$ cat src/rtl/btn_conditioner.sv
// Pushbutton conditioner: 2-flop synchronizer, debounce FSM, press/release strobes.
// Optional toggle output enabled by defining BTN_COND_TOGGLE_EN.
module btn_conditioner #(
  parameter int DB_CYCLES = 1000000,
  parameter int CNT_W     = 20
) (
  input  logic clk,
  input  logic rst,
  input  logic btnIN,
  output logic outSig,
  output logic pressPulse,
  output logic releasePulse,
  output logic toggleOut
);

  // state        | meaning
  // IDLE         | released level accepted, waiting for a high sample
  // PRESS_WAIT   | high seen, counting stable high samples
  // PRESSED      | pressed level accepted, waiting for a low sample
  // RELEASE_WAIT | low seen, counting stable low samples
  typedef enum logic [1:0] {
    IDLE,
    PRESS_WAIT,
    PRESSED,
    RELEASE_WAIT
  } state_t;

  localparam logic [CNT_W-1:0] CNT_LAST = CNT_W'(DB_CYCLES - 1);

  logic             sync1;
  logic             sync2;
  state_t           state;
  logic [CNT_W-1:0] cnt;

  always_ff @(posedge clk) begin
    if (rst) begin
      sync1 <= 1'b0;
      sync2 <= 1'b0;
    end else begin
      sync1 <= btnIN;
      sync2 <= sync1;
    end
  end

  always_ff @(posedge clk) begin
    if (rst) begin
      state        <= IDLE;
      cnt          <= '0;
      outSig       <= 1'b0;
      pressPulse   <= 1'b0;
      releasePulse <= 1'b0;
    end else begin
      pressPulse   <= 1'b0;
      releasePulse <= 1'b0;
      case (state)
        IDLE: begin
          if (sync2) begin
            state <= PRESS_WAIT;
            cnt   <= '0;
          end
        end
        PRESS_WAIT: begin
          if (!sync2) begin
            state <= IDLE;
            cnt   <= '0;
          end else if (cnt == CNT_LAST) begin
            state      <= PRESSED;
            outSig     <= 1'b1;
            pressPulse <= 1'b1;
          end else begin
            cnt <= cnt + CNT_W'(1);
          end
        end
        PRESSED: begin
          if (!sync2) begin
            state <= RELEASE_WAIT;
            cnt   <= '0;
          end
        end
        RELEASE_WAIT: begin
          // A high sample here is a release bounce: go back without a pulse.
          if (sync2) begin
            state <= PRESSED;
            cnt   <= '0;
          end else if (cnt == CNT_LAST) begin
            state        <= IDLE;
            outSig       <= 1'b0;
            releasePulse <= 1'b1;
          end else begin
            cnt <= cnt + CNT_W'(1);
          end
        end
        default: begin
          state <= IDLE;
          cnt   <= '0;
        end
      endcase
    end
  end

`ifdef BTN_COND_TOGGLE_EN
  // Flips on the same edge that raises pressPulse.
  always_ff @(posedge clk) begin
    if (rst) begin
      toggleOut <= 1'b0;
    end else if (state == PRESS_WAIT && sync2 && cnt == CNT_LAST) begin
      toggleOut <= ~toggleOut;
    end
  end
`else
  assign toggleOut = 1'b0;
`endif

endmodule

$ cat config.mk
export PLATFORM = sky130hd
export DESIGN_NAME = btn_conditioner
export DESIGN_NICKNAME = d
export VERILOG_FILES = /design/src/rtl/btn_conditioner.sv
export SDC_FILE = /design/constraint.sdc
export NUM_CORES = 1
export LEC_CHECK = 0
export BUFFER_PORTS_ARGS = -buffer_cell sky130_fd_sc_hd__buf_2
export CORE_MARGIN = 4
export CORE_UTILIZATION = 50
export CTS_CLUSTER_SIZE = 40
export DETAILED_ROUTE_END_ITERATION = 12
export PLACE_DENSITY = 0.67
export SYNTH_ARGS = -nofsm -noshare
export SYNTH_HDL_FRONTEND = slang
export SYNTH_SLANG_ARGS = --single-unit
$ cat constraint.sdc
create_clock -name clk -period 2.35 [get_ports clk]
set_clock_uncertainty 0.2 [all_clocks]
set_input_delay 0.3525 -clock clk [delete_from_list [all_inputs] [get_ports clk]]
set_output_delay 0.3525 -clock clk [all_outputs]
set_load 0.01 [all_outputs]
# Yosys cells after proc, flatten, opt, wreduce, memory -nomap -nowiden
# Index checks and enable logic that the tools add are counted.
# word_totals
ff_bits	27
input_bits	3
out_inout_bits	4
wordCells	49
# classes
addsub	1
eq_ne	12
n_mux	19
bitwise_logic	3
reduce_logical	7
# ops
op	n
2-to-1 mux 20 bit	5
case mux 20 bit (4 select lines)	1
adder 20 x 1 -> 20 bit, second input constant	1
== test 20 bit, second input constant	1
2-to-1 mux 2 bit	6
!= test 2 bit, second input constant	6
case mux 2 bit (4 select lines)	1
!= test 3 bit, second input constant	2
OR reduction 3 bit	2
2-to-1 mux 1 bit	5
AND reduction 5 bit	1
== test 2 bit, second input constant	2
AND reduction 4 bit	1
NOT 1 bit	3
== test 2 x 1 -> 1 bit, second input constant	1
logical NOT 2 bit	1
case mux 1 bit (2 select lines)	1
AND reduction 2 bit	1
nonzero test 2 bit	1

# Longest topological paths before layout
# logic_depth
word_depth	4
mapped_depth	6
depth_no_buf	5

# Worst setup path before layout
# OpenSTA, ideal clock, no wires.
# synth_timing
path_kind	flip-flop to flip-flop
startpoint	register with a tool-made name
endpoint	register cnt[13]
setup_ns	0.074
arrival_time_ns	1.734
t_required_ns	2.076
setup_slack_ns	0.341
path_stages_with_launch	6
n_path_buf	1
period_less_slack_ns	2.009
cell_sequence	dfxtp_1 -> xor3_1 -> or2_1 -> buf_2 -> or4_1 -> o21ai_0
# synth_lines
element	line	source
end signal: assignment	71	cnt <= cnt + CNT_W'(1);
end signal: assignment	90	cnt <= cnt + CNT_W'(1);
end: declaration	33	logic [CNT_W-1:0] cnt;

# Final worst setup path
# layout_timing
startpoint	register sync2
endpoint	register cnt[13]
# layout_between
elab_chain_cells	2
elab_cells_between_ends	6
cone_classes	eq/ne (2); mux (3); reduce/logical (1)
# layout_lines
element	line	source
start: declaration	31	logic sync2;
start signal: assignment	41	sync2 <= sync1;
2-to-1 mux 20 bit (tied with other cells)	82	if (sync2) begin
case mux 20 bit (4 select lines) / AND reduction 2 bit (equally long branches)	n/a	
# Parallel ways exist; a longest one is shown, timed or not.
# A chain may end at the register's enable or synchronous reset.

==> run metrics <==
TritonCTS Sinks 27; CP startpoint kind flip-flop; min-delay worst type in2reg; Core Util, Final 0.562; Mapped Cells roughly 180; number of flops mapped to enable cells by yosys 0; routed vias/inst about 6.4; Avg Cell Area, Syn about 8 um2; setup violators final 0; drt drc 0; antenna diode count 0; drt total wl ~3400 um; Die Ht 62.5 um; wire per inst between 15 and 20 um; Final Power roughly 700 uW; most frequent cells in the layout dfxtp_1 (27), nand2_1 (23), nand4_1 (12); Worst EP arrival 2.24 ns; Max Cap Viol 0; crit path kind reg2reg; CP peak stage delay approximately 0.54 ns; Critical Path Sink Type flip-flop; Max Fclk between 400 and 500 MHz; Pins Over Slew Limit 0; I/O pin total 7; global placer's final weighted congestion 0.827; CP Max Fanout 10; Leak ~0.54 nW; HPWL Detailed 2460 um; CTS tree done; Root Driver clkbuf_4; CTS H-Tree Depth 1; Yosys warnings 0; global-route wire length before repair about 5500 um; DIE AREA between 0.003 and 0.004 mm2; Synth Flop Type dfxtp_1; r2r worst-path depth 4; aggregate global routing overflow 0; pwr dens 451 mW/mm2; synth top area cells dfxtp_1 (36%), nand2_1 (5.8%), nand4_1 (5.1%); Layout Nets roughly 190; R2R Path Start sync2; worst reg2reg setup slack between 0.15 and 0.2 ns; Async SR Flop Fraction 0; Final Cycle Share 0.931; post-synthesis instance area 0.00149 mm2; Pre-antenna DRT Iters 4; placed insts ~210; vias in the first global route ~1,200; Synth top area share 0.364; clock buffer depth 2; hold path start rst; final setup TNS 0 ns; Slew @ Worst Pin between 0.5 and 0.6 ns; row count 19; Worst EP required between 2 and 2.5 ns; CP max-delay cell or4_1; Synthesized Nets ~190; max_slew headroom 0.657; post_cts resized 0; largest net degree at the start of global routing 22; post-synthesis sequential area ratio 0.364; Total GRT Usage 0.170; Seq cells post-synth 27; RSZ-0062 raised after global routing false; Hold Crit Endpoint sync2; commonest non-fill, non-tap cell in the layout dfxtp_1; hold-critical path depth 2; port bufs 5; worst ir drop on vdd 0.322 mV; Worst-path clk slew between 0.1 and 0.15 ns; ratio of cells with drive above 1 in the final layout 0.0914; Synth-to-Final Area Change 6.15%; Vias ~1,400; Distinct cells, synth 41; CTS Buf Count 3; critical-path cell list xor3_1 -> or2_1 -> or4_1 -> o21ai_0; Core Area about 0.0028 mm2; hold violation count in the final report 0; non-filler cells, final about 220; cell taking the most area after synthesis dfxtp_1; Setup crit start sync2; fin crit period about 2.2 ns; Routed Antenna Nets 0; status complete, no violations; Starting Density 0.529; clk_lat worst skew about 0.32 ns; initial antenna violation count 0; DRT iter0 DRCs 73; Crit Reg-Reg Endpoint cnt[13]; die width 62.5 um
[flip-flops by register name, indices dropped and copies added, names as in the netlist, named ones only]
signal        count
cnt              20
outSig            1
pressPulse        1
releasePulse      1
state             1
sync1             1
sync2             1
[synthesized netlist by cell type, types with 2 or more instances]
master and number:
dfxtp_1 27, nand2_1 23, nand4_1 12, o21ai_0 10, clkbuf_1 9, nor2_1 9, nand3_1 7, and2_1 6
and3_1 6, or3_1 6, a21oi_1 5, o211ai_1 5, or4_1 5, and4_1 4, nor2b_1 4, nor4b_1 4
o311ai_0 4, a2111o_1 3, inv_1 3, xor2_1 3, a311o_1 2, a31oi_1 2, buf_2 2, nand4b_1 2
nor3_1 2, nor3b_1 2
[per-stage QoR]
step / instance area [um2] / hold WS [ns] / worst slack (ns)
after floorplan: 1490 / 0.214 / 0.341
after global placement: 1540 / 0.222 / 0.289
after detailed placement: 1540 / 0.228 / 0.215
after CTS: 1570 / 0.0198 / 0.169
after global routing: 1580 / 0.179 / 0.0699
final: 1580 / 0.198 / 0.162
[cell families (layout without fill, tap and decap cells)]
logic type | Yosys count | after routing | synth area share
XOR/XNOR | 5 | 5 | 0.0396
multiplexers | 1 | 1 | 0.00674
AO/OA/AOI/OAI | 34 | 34 | 0.161
AND/OR/NAND/NOR | 96 | 96 | 0.366
adder cells (fa/ha/maj) | 1 | 1 | 0.00842
flip-flops | 27 | 27 | 0.364
other | 1 | 1 | 0.00252
buffers and inverters | 17 | 21 | 0.0522
[cell type report]
class                           instances  area [um2]
Clock inverter                          1        5.00
Multi-Input combinational cell        138         867
Sequential cell                        27         541
Clock buffer                            3        22.5
Inverter                                4        15.0
Tap cell                               31        38.8
Fill cell                             261        1230
Timing Repair Buffer                   13        87.6
[how the worst max path moves through the flow]
stage                          to  slack [ns]
final                     cnt[13]        0.16
after CTS                 cnt[13]        0.17
after global routing      cnt[13]        0.07
after floorplan           cnt[13]        0.34
after global placement    cnt[15]        0.29
after detailed placement  cnt[13]        0.21
[metal layers]
layer / up-vias / track usage / routed length [um]
li1: 689 / - / -
met1: 662 / 0.225 / 1570
met2: 41 / 0.280 / 1640
met3: 2 / 0.0288 / 150
met4: 0 / 0.0579 / 18
met5: - / 0 / 0
[critical path: cells and delay by family, from the launching register on]
family           cells  cell delay (ns)
AO/OA/AOI/OAI        1             0.10
AND/OR/NAND/NOR      2             0.89
flip-flops           1             0.51
XOR/XNOR             1             0.42
[where the power goes]
group	internal [mW]	switching, mW
combinational	0.0165	0.0288
clock	0.0638	0.135
sequential	0.463	0.00459
total	0.543	0.168
[what timing repair did]
item / in CTS / in global routing
setup buffers: 0 / 0
endpoints found under the hold margin: 0 / 1
hold buffers: 0 / 1
Note: power is estimated with default switching activity, not from simulation.
